### config.mk
export PLATFORM = sky130hd
export DESIGN_NAME = car_motion_update_flat
export DESIGN_NICKNAME = d
export VERILOG_FILES = /design/src/rtl/car_motion_update_if.sv /design/src/rtl/car_motion_update.sv /design/src/flat_wrapper.sv
export SDC_FILE = /design/constraint.sdc
export NUM_CORES = 1
export LEC_CHECK = 0
export CAP_MARGIN = 15
export CORE_ASPECT_RATIO = 0.7
export CORE_MARGIN = 2
export CORE_UTILIZATION = 50
export CTS_CLUSTER_DIAMETER = 50
export DETAILED_ROUTE_END_ITERATION = 8
export PLACE_DENSITY = 0.79
export SLEW_MARGIN = 15
export SYNTH_ARGS = -nofsm -noshare
export SYNTH_HDL_FRONTEND = slang
export SYNTH_SLANG_ARGS = --single-unit
### constraint.sdc
create_clock -name i_clk -period 4.03 [get_ports i_clk]
set_clock_uncertainty 0.15 [all_clocks]
set_input_delay 0.403 -clock i_clk [delete_from_list [all_inputs] [get_ports i_clk]]
set_output_delay 0.403 -clock i_clk [all_outputs]
set_load 0.01 [all_outputs]
### src/rtl/car_motion_update_if.sv
// rtl/car_motion_update_if.sv - Frame, load, velocity and collision-result bundle for car_motion_update
interface car_motion_update_if #(
  parameter int X_WIDTH = 12,
  parameter int Y_WIDTH = 11,
  parameter int V_INT   = 4,
  parameter int V_FRAC  = 8
) ();
  logic                             i_frame_tick;
  logic                             i_load;
  logic signed [X_WIDTH-1:0]        i_load_x;
  logic signed [Y_WIDTH-1:0]        i_load_y;
  logic signed [V_INT+V_FRAC-1:0]   i_cmd_v_x;
  logic signed [V_INT+V_FRAC-1:0]   i_cmd_v_y;
  logic signed [V_INT+V_FRAC-1:0]   i_col_v_x;
  logic signed [V_INT+V_FRAC-1:0]   i_col_v_y;
  logic                             i_in_sand;
  logic                             i_in_rock;
  logic                             i_in_track0;
  logic                             i_in_track1;
  logic                             i_collision;
  logic signed [X_WIDTH-1:0]        o_x;
  logic signed [Y_WIDTH-1:0]        o_y;
  logic signed [V_INT+V_FRAC-1:0]   o_v_x;
  logic signed [V_INT+V_FRAC-1:0]   o_v_y;
  logic [3:0]                       o_lap_count;
  logic                             o_hit;
  logic                             o_busy;
  logic                             o_update_done;

  modport master (
    output i_frame_tick, i_load, i_load_x, i_load_y, i_cmd_v_x, i_cmd_v_y,
           i_col_v_x, i_col_v_y, i_in_sand, i_in_rock, i_in_track0, i_in_track1,
           i_collision,
    input  o_x, o_y, o_v_x, o_v_y, o_lap_count, o_hit, o_busy, o_update_done
  );

  modport slave (
    input  i_frame_tick, i_load, i_load_x, i_load_y, i_cmd_v_x, i_cmd_v_y,
           i_col_v_x, i_col_v_y, i_in_sand, i_in_rock, i_in_track0, i_in_track1,
           i_collision,
    output o_x, o_y, o_v_x, o_v_y, o_lap_count, o_hit, o_busy, o_update_done
  );
endinterface

### src/rtl/car_motion_update.sv
// rtl/car_motion_update.sv - Per-frame car kinematics: friction, fixed-point integration, map clamp, lap count
module car_motion_update #(
  parameter int X_WIDTH = 12,
  parameter int Y_WIDTH = 11,
  parameter int V_INT   = 4,
  parameter int V_FRAC  = 8,
  parameter int X_MIN   = -780,
  parameter int X_MAX   = 780,
  parameter int Y_MIN   = -380,
  parameter int Y_MAX   = 380,
  parameter int START_X = 0,
  parameter int START_Y = -307,
  parameter int LAP_MAX = 15
) (
  input  logic                i_clk,
  input  logic                i_rst_n,
  car_motion_update_if.slave  bus
);
  localparam int XW       = X_WIDTH + V_FRAC;
  localparam int YW       = Y_WIDTH + V_FRAC;
  localparam int VW       = V_INT + V_FRAC;
  localparam int FRAC_ONE = 1 << V_FRAC;

  // Bounds carry one extra bit so the raw sum can be compared before truncation.
  localparam logic signed [XW:0]   X_HI  = (XW+1)'(X_MAX * FRAC_ONE);
  localparam logic signed [XW:0]   X_LO  = (XW+1)'(X_MIN * FRAC_ONE);
  localparam logic signed [YW:0]   Y_HI  = (YW+1)'(Y_MAX * FRAC_ONE);
  localparam logic signed [YW:0]   Y_LO  = (YW+1)'(Y_MIN * FRAC_ONE);
  localparam logic signed [XW-1:0] X_RST = XW'(START_X * FRAC_ONE);
  localparam logic signed [YW-1:0] Y_RST = YW'(START_Y * FRAC_ONE);
  localparam logic [3:0]           LAP_SAT = 4'(LAP_MAX);

  typedef enum logic [1:0] {IDLE, SETTLE, RESOLVE, MOVE} state_t;

  state_t                state;
  logic signed [XW-1:0]  pos_x;
  logic signed [YW-1:0]  pos_y;
  logic signed [VW-1:0]  v_x;
  logic signed [VW-1:0]  v_y;
  logic [3:0]            lap_count;
  logic                  hit;
  logic                  busy;
  logic                  update_done;
  logic                  checkpoint;
  logic                  prev_track0;

  logic signed [XW:0]    sum_x;
  logic signed [YW:0]    sum_y;
  logic signed [XW-1:0]  next_x;
  logic signed [YW-1:0]  next_y;
  logic signed [VW-1:0]  fric_x;
  logic signed [VW-1:0]  fric_y;
  logic                  lap_event;

  // Sand halves speed and dominates rock, which removes a quarter.
  function automatic logic signed [VW-1:0] apply_friction(
    input logic signed [VW-1:0] v,
    input logic                 sand,
    input logic                 rock
  );
    logic signed [VW-1:0] r;
    if (sand)      r = v >>> 1;
    else if (rock) r = v - (v >>> 2);
    else           r = v;
    return r;
  endfunction

  assign fric_x    = apply_friction(bus.i_col_v_x, bus.i_in_sand, bus.i_in_rock);
  assign fric_y    = apply_friction(bus.i_col_v_y, bus.i_in_sand, bus.i_in_rock);
  assign lap_event = prev_track0 & bus.i_in_track1 & checkpoint;

  assign sum_x = (XW+1)'(pos_x) + (XW+1)'(v_x);
  assign sum_y = (YW+1)'(pos_y) + (YW+1)'(v_y);

  // Clamp the integrated position; a clamped axis lands exactly on the bound with no fraction.
  always_comb begin
    next_x = sum_x[XW-1:0];
    next_y = sum_y[YW-1:0];
    if (sum_x > X_HI)      next_x = X_HI[XW-1:0];
    else if (sum_x < X_LO) next_x = X_LO[XW-1:0];
    if (sum_y > Y_HI)      next_y = Y_HI[YW-1:0];
    else if (sum_y < Y_LO) next_y = Y_LO[YW-1:0];
  end

  // Update sequencer: command latch, collision settle, resolve/friction/laps, position commit.
  always_ff @(posedge i_clk or negedge i_rst_n) begin
    if (!i_rst_n) begin
      state       <= IDLE;
      pos_x       <= X_RST;
      pos_y       <= Y_RST;
      v_x         <= '0;
      v_y         <= '0;
      lap_count   <= '0;
      hit         <= 1'b0;
      busy        <= 1'b0;
      update_done <= 1'b0;
      checkpoint  <= 1'b0;
      prev_track0 <= 1'b0;
    end else begin
      update_done <= 1'b0;
      case (state)
        IDLE: begin
          if (bus.i_frame_tick) begin
            v_x   <= bus.i_cmd_v_x;
            v_y   <= bus.i_cmd_v_y;
            busy  <= 1'b1;
            state <= SETTLE;
          end else if (bus.i_load) begin
            pos_x <= {bus.i_load_x, {V_FRAC{1'b0}}};
            pos_y <= {bus.i_load_y, {V_FRAC{1'b0}}};
            v_x   <= '0;
            v_y   <= '0;
          end
        end
        SETTLE: begin
          state <= RESOLVE;
        end
        RESOLVE: begin
          v_x         <= fric_x;
          v_y         <= fric_y;
          hit         <= bus.i_collision;
          prev_track0 <= bus.i_in_track0;
          if (lap_event) begin
            if (lap_count != LAP_SAT) lap_count <= lap_count + 4'd1;
            checkpoint <= 1'b0;
          end else if (bus.i_in_rock) begin
            checkpoint <= 1'b1;
          end
          state <= MOVE;
        end
        MOVE: begin
          pos_x       <= next_x;
          pos_y       <= next_y;
          busy        <= 1'b0;
          update_done <= 1'b1;
          state       <= IDLE;
        end
        default: begin
          busy  <= 1'b0;
          state <= IDLE;
        end
      endcase
    end
  end

  assign bus.o_x           = pos_x[XW-1:V_FRAC];
  assign bus.o_y           = pos_y[YW-1:V_FRAC];
  assign bus.o_v_x         = v_x;
  assign bus.o_v_y         = v_y;
  assign bus.o_lap_count   = lap_count;
  assign bus.o_hit         = hit;
  assign bus.o_busy        = busy;
  assign bus.o_update_done = update_done;
endmodule
### src/flat_wrapper.sv
// flat-port wrapper written by rule: the top's interface ports become plain ports
module car_motion_update_flat 
#(
  parameter int X_WIDTH = 12,
  parameter int Y_WIDTH = 11,
  parameter int V_INT   = 4,
  parameter int V_FRAC  = 8,
  parameter int X_MIN   = -780,
  parameter int X_MAX   = 780,
  parameter int Y_MIN   = -380,
  parameter int Y_MAX   = 380,
  parameter int START_X = 0,
  parameter int START_Y = -307,
  parameter int LAP_MAX = 15
)
  (i_clk, i_rst_n, bus_i_frame_tick, bus_i_load, bus_i_load_x, bus_i_load_y, bus_i_cmd_v_x, bus_i_cmd_v_y, bus_i_col_v_x, bus_i_col_v_y, bus_i_in_sand, bus_i_in_rock, bus_i_in_track0, bus_i_in_track1, bus_i_collision, bus_o_x, bus_o_y, bus_o_v_x, bus_o_v_y, bus_o_lap_count, bus_o_hit, bus_o_busy, bus_o_update_done);
  car_motion_update_if #(.X_WIDTH(X_WIDTH), .Y_WIDTH(Y_WIDTH), .V_INT(V_INT), .V_FRAC(V_FRAC)) bus_i ();
  input  logic i_clk;
  input  logic i_rst_n;
  input wire logic [$bits(bus_i.i_frame_tick)-1:0] bus_i_frame_tick;
  input wire logic [$bits(bus_i.i_load)-1:0] bus_i_load;
  input wire logic [$bits(bus_i.i_load_x)-1:0] bus_i_load_x;
  input wire logic [$bits(bus_i.i_load_y)-1:0] bus_i_load_y;
  input wire logic [$bits(bus_i.i_cmd_v_x)-1:0] bus_i_cmd_v_x;
  input wire logic [$bits(bus_i.i_cmd_v_y)-1:0] bus_i_cmd_v_y;
  input wire logic [$bits(bus_i.i_col_v_x)-1:0] bus_i_col_v_x;
  input wire logic [$bits(bus_i.i_col_v_y)-1:0] bus_i_col_v_y;
  input wire logic [$bits(bus_i.i_in_sand)-1:0] bus_i_in_sand;
  input wire logic [$bits(bus_i.i_in_rock)-1:0] bus_i_in_rock;
  input wire logic [$bits(bus_i.i_in_track0)-1:0] bus_i_in_track0;
  input wire logic [$bits(bus_i.i_in_track1)-1:0] bus_i_in_track1;
  input wire logic [$bits(bus_i.i_collision)-1:0] bus_i_collision;
  output wire logic [$bits(bus_i.o_x)-1:0] bus_o_x;
  output wire logic [$bits(bus_i.o_y)-1:0] bus_o_y;
  output wire logic [$bits(bus_i.o_v_x)-1:0] bus_o_v_x;
  output wire logic [$bits(bus_i.o_v_y)-1:0] bus_o_v_y;
  output wire logic [$bits(bus_i.o_lap_count)-1:0] bus_o_lap_count;
  output wire logic [$bits(bus_i.o_hit)-1:0] bus_o_hit;
  output wire logic [$bits(bus_i.o_busy)-1:0] bus_o_busy;
  output wire logic [$bits(bus_i.o_update_done)-1:0] bus_o_update_done;
  assign bus_i.i_frame_tick = bus_i_frame_tick;
  assign bus_i.i_load = bus_i_load;
  assign bus_i.i_load_x = bus_i_load_x;
  assign bus_i.i_load_y = bus_i_load_y;
  assign bus_i.i_cmd_v_x = bus_i_cmd_v_x;
  assign bus_i.i_cmd_v_y = bus_i_cmd_v_y;
  assign bus_i.i_col_v_x = bus_i_col_v_x;
  assign bus_i.i_col_v_y = bus_i_col_v_y;
  assign bus_i.i_in_sand = bus_i_in_sand;
  assign bus_i.i_in_rock = bus_i_in_rock;
  assign bus_i.i_in_track0 = bus_i_in_track0;
  assign bus_i.i_in_track1 = bus_i_in_track1;
  assign bus_i.i_collision = bus_i_collision;
  assign bus_o_x = bus_i.o_x;
  assign bus_o_y = bus_i.o_y;
  assign bus_o_v_x = bus_i.o_v_x;
  assign bus_o_v_y = bus_i.o_v_y;
  assign bus_o_lap_count = bus_i.o_lap_count;
  assign bus_o_hit = bus_i.o_hit;
  assign bus_o_busy = bus_i.o_busy;
  assign bus_o_update_done = bus_i.o_update_done;
  car_motion_update #(.X_WIDTH(X_WIDTH), .Y_WIDTH(Y_WIDTH), .V_INT(V_INT), .V_FRAC(V_FRAC), .X_MIN(X_MIN), .X_MAX(X_MAX), .Y_MIN(Y_MIN), .Y_MAX(Y_MAX), .START_X(START_X), .START_Y(START_Y), .LAP_MAX(LAP_MAX)) u_core (.i_clk(i_clk), .i_rst_n(i_rst_n), .bus(bus_i));
endmodule
==> impl_results.md, run 1 <==
* Die Area at 15710 um^2
* Crit Path Max Fanout at 11
* Fin crit share at 0.9499
* Min Hold Slack at 43.03 ps
* Synth Area in XOR/XNOR at 0.03096
* Simple-gate portion of the synthesized area at 0.1893
* Routed wire length at ~22000 um
* Yosys warns at 0
* Final number of hold-violating endpoints at 0
* Row count at 37
* VDD IR-drop max at 0.0005519 V
* RSZ-0062 raised after global routing: no
* Multi-input gate area at between 4000 and 5000 um^2
* Placer Congestion at a little over 0.9
* Largest net degree at the start of global routing at 75
* CTS root buf: clkbuf_16
* Clock tree sinks at 74
* Fraction of layout cells with a size suffix above 1 at 0.07382
* Vias at 7423
* Total congestion overflow at 0
* Worst-skew pair later-pin latency at 340 ps
* Vias/cell at 6.130
* Synthesized area at about 7400 um^2
* Worst Setup Path Type: reg2reg
* Boundary pin count at roughly 130
* Hold Path Class: in2async
* Hold-fix buffers, CTS at 0
* Synth top cells by count: 95 x nand2_1, 76 x a21oi_1, 68 x o21ai_0
* First DRT Iteration DRCs at approximately 550
* ANT cells at 0
* Yosys top cell by area: dfrtp_1
* Max cap viols at 0
* Setup TNS at 0 ps
* Sequential fraction of the synthesis area at 0.2529
* Sequential cell area at ~1900 um^2
* Post-CTS Setup Inserts at 0
* M1 GR Usage at 0.4200
* Total GRT Usage at 0.2792
* Fill cells at about 1300
* Arrival @ worst endpoint at 3910 ps
* Number of global-route vias before repair at approximately 6900
* Busiest grt layer: met1
* Run status: completed
* CTS clock-pin slew for the worst setup and hold paths at about 60 ps
* Met2 global-route usage at 0.4141
* Post-cts sizing count at 0
* WP data required at between 4000 and 5000 ps
* Post-DP HPWL at between 15000 and 20000 um
* H-tree depth at 3
* Grt met3 use at 0.05152
* Max-slew violations at 0
* Die Wd at 149.0 um
* Post-Synthesis Cells at ~900
* Synth cell types at 80
* Least-Margin Pin Slew at 1027 ps
* Synthesized-area fraction occupied by adder cells at 0.1214
* Primary FF master, synth: dfrtp_1
* R2r worst-path depth at 10
* Drt pass-1 iters at 7
* Final setup fails at 0
* EDFF count, synth at 0
* NumNets Final at approximately 1200
* WL/cell at approximately 18 um
* Minimum clock period at around 3800 ps
* Largest family of logic cells by synthesized area: compound AO/OA/AOI/OAI gates
* Flops & latches, synth at between 70 and 80
* Syn Nets at about 1100
* Element type at the critical path end: register
* Initial antenna violation count at 0
* Synth-to-Final Area Change at 22.67%
* Initial core utilization at 0.5060
* TritonCTS clock tree: done
* Leakage at slightly below 4 nW
* Post-synth top area share at 0.2279
* I/O Buffers at 133
* Bufs on Longest Clock Path at 2
* Async set-or-reset flop fraction in the synthesized netlist at 1.000
* DRC errors left at 0
* Compound-gate portion of the synthesized area at 0.3147
* TritonCTS buffer count at 9
* Core Region at 14540 um^2
* Pwr dens at between 1000 and 1500 nW/um^2
* Slew HR at 0.3153
* Routed Antenna Nets at 0
* Ranking of synthesized cells by area: dfrtp_1 23%, ha_1 11%, a21oi_1 5.2%
* Vert. Die Dim at between 100 and 150 um
* Peak Freq at 261.2 MHz
* Post-synthesis mux area share at 0.01990
* Startpoint class of the critical path: register
* Most numerous cell in the Yosys netlist: nand2_1
* Global-route wire length before repair at 35250 um
* Average size of a mapped cell at roughly 8.0 um^2
worst paths after layout:
kind                                         to                 from  slack [ps]
hold reg to reg                 u_core.pos_x[0]      u_core.pos_x[0]         350
setup reg to reg                u_core.pos_x[7]  u_core.bus.o_v_x[7]         200
min in group i_clk              u_core.pos_x[0]      u_core.pos_x[0]         350
max in group asynchronous  u_core.bus.o_v_x[11]              i_rst_n        3000
hold / removal                 u_core.pos_y[16]              i_rst_n          40
setup / recovery                u_core.pos_x[7]  u_core.bus.o_v_x[7]         200
logic make-up after synthesis:
| group | count (synthesis) |
|---|---|
| flops | 74 |
| compound gates | 337 |
| fa+ha+maj | 69 |
| mux | 14 |
| simple gates | 285 |
| buf+inv | 110 |
| xor+xnor | 26 |
cell usage in the layout (no fill, tap or decap), types with 15 or more instances in the layout:
| master | count |
|---|---|
| clkdlybuf4s50_1 | 132 |
| nand2_1 | 95 |
| a21oi_1 | 76 |
| o21ai_0 | 67 |
| dfrtp_1 | 66 |
| nor2_1 | 65 |
| ha_1 | 65 |
| inv_1 | 43 |
| a21o_1 | 20 |
| buf_4 | 20 |
| nor3_1 | 19 |
| nor2b_1 | 17 |
| o211ai_1 | 17 |
| nand3_1 | 17 |
| o31ai_1 | 17 |
| and3_1 | 16 |
| xnor2_1 | 15 |
| a31oi_1 | 15 |
stage by stage:
| stage | setup WS, ps | cell area [um^2] | std cells | power (mW) | utilization |
|---|---|---|---|---|---|
| global placement | 301.7 | 8715 | 1195 | 8.004 | 0.5995 |
| floorplan | 444.3 | 7356 | 915 | 6.282 | - |
| finish | 202.1 | 9024 | 1211 | 9.173 | 0.6208 |
| CTS | 216.7 | 9009 | 1211 | 8.996 | 0.6197 |
| detailed placement | 233.4 | 8715 | 1195 | 8.118 | 0.5995 |
| global route | 12.94 | 9024 | 1211 | 9.921 | 0.6208 |
power breakdown:
group	leakage [nW]	switching [mW]	internal (mW)
Sequential	0.903	0.415	1.16
Combinational	2.88	3.95	2.84
Clock	0.142	0.329	0.478
Total	3.92	4.70	4.48
critical path, stage by stage (launching register included):
cell	delay (ps)
dfrtp_1	420
ha_1	430
nand3_1	140
nor4_2	390
o211ai_1	250
a31oi_1	320
xor2_1	190
a2111oi_2	320
nor4_1	150
or4_4	660
o41ai_2	310
metal layers:
| layer | routed length (um) | share of wire | up-vias |
|---|---|---|---|
| met1 | 10340 | 0.48 | 3506 |
| met5 | 0 | 0 | - |
| li1 | - | - | 3589 |
| met2 | 9244 | 0.43 | 297 |
| met4 | 290 | 0.013 | 0 |
| met3 | 1671 | 0.078 | 31 |
cell type report:
class                   count  share of cell area
clock buffers               9             0.02496
inverters                  43             0.01789
multi-input cells         731              0.5531
flip-flops and latches     74              0.2063
clock inverters             7            0.007626
repair buffers            152              0.1631
well taps                 195             0.02704
registers in the layout, summed over array words and instances (netlist names):
| signal | count |
|---|---|
| u_core.bus.o_busy | 1 |
| u_core.bus.o_hit | 1 |
| u_core.bus.o_lap_count | 4 |
| u_core.bus.o_update_done | 1 |
| u_core.bus.o_v_x | 12 |
| u_core.bus.o_v_y | 12 |
| u_core.checkpoint | 1 |
| u_core.pos_x | 20 |
| u_core.pos_y | 19 |
| u_core.prev_track0 | 1 |
| u_core.state | 2 |
Note: power is estimated with default switching activity, not from simulation.
==> run 2, diff against run 1 <==
--- a/config.mk
+++ b/config.mk
@@ -6,12 +6,11 @@
 export NUM_CORES = 1
 export LEC_CHECK = 0
 export CAP_MARGIN = 15
-export CORE_ASPECT_RATIO = 0.7
 export CORE_MARGIN = 2
-export CORE_UTILIZATION = 50
+export CORE_UTILIZATION = 54
 export CTS_CLUSTER_DIAMETER = 50
 export DETAILED_ROUTE_END_ITERATION = 8
-export PLACE_DENSITY = 0.79
+export PLACE_DENSITY = 0.84
 export SLEW_MARGIN = 15
 export SYNTH_ARGS = -nofsm -noshare
 export SYNTH_HDL_FRONTEND = slang
==> impl_results.md, run 2 (synthesis gave the netlist of run 1 again) <==
* Post-DP HPWL at 15720 um (was 16590 um)
* Run status: completed (unchanged)
* Max cap viols at 0 (unchanged)
* Reg2reg setup slack at 180 ps (was 200 ps)
* Arrival @ worst endpoint at 3930 ps (was 3910 ps)
* Final setup fails at 0 (unchanged)
* Leakage at 3.965 nW (was 3.924 nW)
* Max-slew violations at 0 (unchanged)
* Largest registers: u_core.pos_x (20), u_core.pos_y (19) (unchanged)
* Core Region at 13300 um^2 (was 14540 um^2)
* Max reg flops at 20 (unchanged)
* Worst Setup Path Type: reg2reg (unchanged)
* Commonest cells after routing, fill and taps aside: 132 x clkdlybuf4s50_1, 95 x nand2_1, 75 x a21oi_1, 68 x o21ai_0, 67 x dfrtp_1 (was 132 x clkdlybuf4s50_1, 95 x nand2_1, 76 x a21oi_1, 67 x o21ai_0, 66 x dfrtp_1)
* TritonCTS clock tree: done (unchanged)
* Final number of hold-violating endpoints at 0 (unchanged)
* Vias/cell at 6.241 (was 6.130)
* Initial antenna violation count at 0 (unchanged)
* Worst-skew pair later-pin latency at 340 ps (about the same)
* Crit Path Max Fanout at 12 (was 11)
* Bufs on Longest Clock Path at 2 (unchanged)
* TritonCTS buffer count at 9 (unchanged)
* CTS clock-pin slew for the worst setup and hold paths at 60 ps (about the same)
* Clock tree sinks at 74 (unchanged)
* Fraction of layout cells with a size suffix above 1 at 0.07009 (was 0.07382)
* NumNets Final at 1157 (was 1160)
* Minimum clock period at 3846 ps (was 3828 ps)
* WP data required at 4110 ps (about the same)
* Overall power at 9.331 mW (was 9.173 mW)
* Drt pass-1 iters at 5 (was 7)
* VDD IR-drop max at 0.0003968 V (was 0.0005519 V)
* Vias at 7420 (was 7423)
* CTS root buf: clkbuf_16 (unchanged)
* Pwr dens at 1027 nW/um^2 (was 1017 nW/um^2)
* H-tree depth at 3 (unchanged)
* Boundary pin count at 134 (unchanged)
* Element type at the critical path end: register (unchanged)
* Least-Margin Pin Slew at 939.3 ps (was 1027 ps)
* Fin crit share at 0.9542 (was 0.9499)
* Peak Freq at 260.0 MHz (was 261.2 MHz)
* Routed Antenna Nets at 0 (unchanged)
* Startpoint class of the critical path: register (unchanged)
* Leading cell type in the layout, fill and taps excluded: clkdlybuf4s50_1 (unchanged)
* RSZ-0062 raised after global routing: yes (was no)
* Largest net degree at the start of global routing at 75 (unchanged)
* Slew HR at 0.3738 (was 0.3153)
* Total congestion overflow at 0 (unchanged)
* WL/cell at 17.29 um (was 17.79 um)
* Routed wire length at 20560 um (was 21540 um)
* Die Area at 14570 um^2 (was 15710 um^2)
* Synth-to-Final Area Change at 23.54% (was 22.67%)
* Fill cells at 1089 (was 1319)
* Vert. Die Dim at 120.7 um (was 105.5 um)
* Placer Congestion at 0.9587 (was 0.9203)
* Min Hold Slack at 51.16 ps (was 43.03 ps)
* Row count at 42 (was 37)
* Hold Path Class: in2async (unchanged)
* Hold-fix buffers, CTS at 0 (unchanged)
* I/O Buffers at 133 (unchanged)
* First DRT Iteration DRCs at 512 (was 553)
* Total GRT Usage at 0.2864 (was 0.2792)
* DRC errors left at 0 (unchanged)
* ANT cells at 0 (unchanged)
* Largest reg by FF count: u_core.pos_x (unchanged)
* Global-route wire length before repair at 33890 um (was 35250 um)
* Die Wd at 120.7 um (was 149.0 um)
* Number of global-route vias before repair at 6865 (was 6948)
* Initial core utilization at 0.5533 (was 0.5060)
run 2: cell count changes in the layout (fill, tap and decap cells not counted), sizes merged:
cell,before,now
clkinv,3,0
clkbuf,9,12
inv,44,43
bufinv,1,4
clkinvlp,2,0
buf,20,17
run 2: where the power goes:
group	switching (mW)	leakage [nW]	internal, mW	total, mW
combinational	3.94	2.87	2.82	6.75
clock	0.316	0.189	0.719	1.03
sequential	0.384	0.904	1.16	1.54
total	4.64	3.96	4.70	9.33
run 2: routing by layer:
layer,GRT usage,vias up,share of wire
met5,0,-,0
met4,0.08140,0,0.022
li1,-,3583,-
met2,0.4513,311,0.44
met1,0.4041,3486,0.46
met3,0.05000,40,0.077
run 2: critical path: stages (launching register included):
cell	delay, ps
dfrtp_1	400
ha_1	240
inv_1	70
fa_1	210
and2b_1	240
o21ai_2	240
a211oi_1	150
o311a_1	380
o21ai_0	290
a31o_2	350
nor4_2	110
or4_4	640
o41ai_2	290
run 2: what timing repair did:
item / in CTS / in global routing
gates resized for setup: 0 / 5
setup buffers: 0 / 0
endpoints found under the setup margin: 0 / 20
run 2: path summary, 6_finish.rpt:
kind | from | to | depth (start not counted)
worst min register to register | u_core.pos_x[7] | u_core.pos_x[7] | 2
worst max-delay path | u_core.bus.o_v_x[0] | u_core.pos_x[7] | 12
worst min-delay path | i_rst_n | u_core.pos_x[18] | 1
worst max register to register | u_core.bus.o_v_x[0] | u_core.pos_x[7] | 12
min in group i_clk | u_core.pos_x[7] | u_core.pos_x[7] | 2
max in group asynchronous | i_rst_n | u_core.bus.o_v_y[6] | 1
run 2: per-stage QoR:
stage / TNS (ps) / util / instances / cell area, um^2 / setup WS, ps
final: 0 / 0.6835 / 1189 / 9087 / 184.5
after CTS: 0 / 0.6809 / 1189 / 9052 / 196.0
after detailed placement: 0 / 0.6518 / 1173 / 8666 / 218.3
after floorplan: 0 / - / 915 / 7356 / 444.3
after global routing: -45.58 / 0.6835 / 1189 / 9087 / -45.02
after global placement: 0 / 0.6518 / 1173 / 8666 / 316.6
run 2: cell type report:
cell class	count	area (um^2)	share of cell area
clock buffers	12	266.5	0.02933
inverters	43	161.4	0.01776
multi-input cells	731	5010	0.5513
clock inverters	4	120.1	0.01322
well taps	176	220.2	0.02423
flip-flops and latches	74	1861	0.2047
repair buffers	149	1449	0.1594
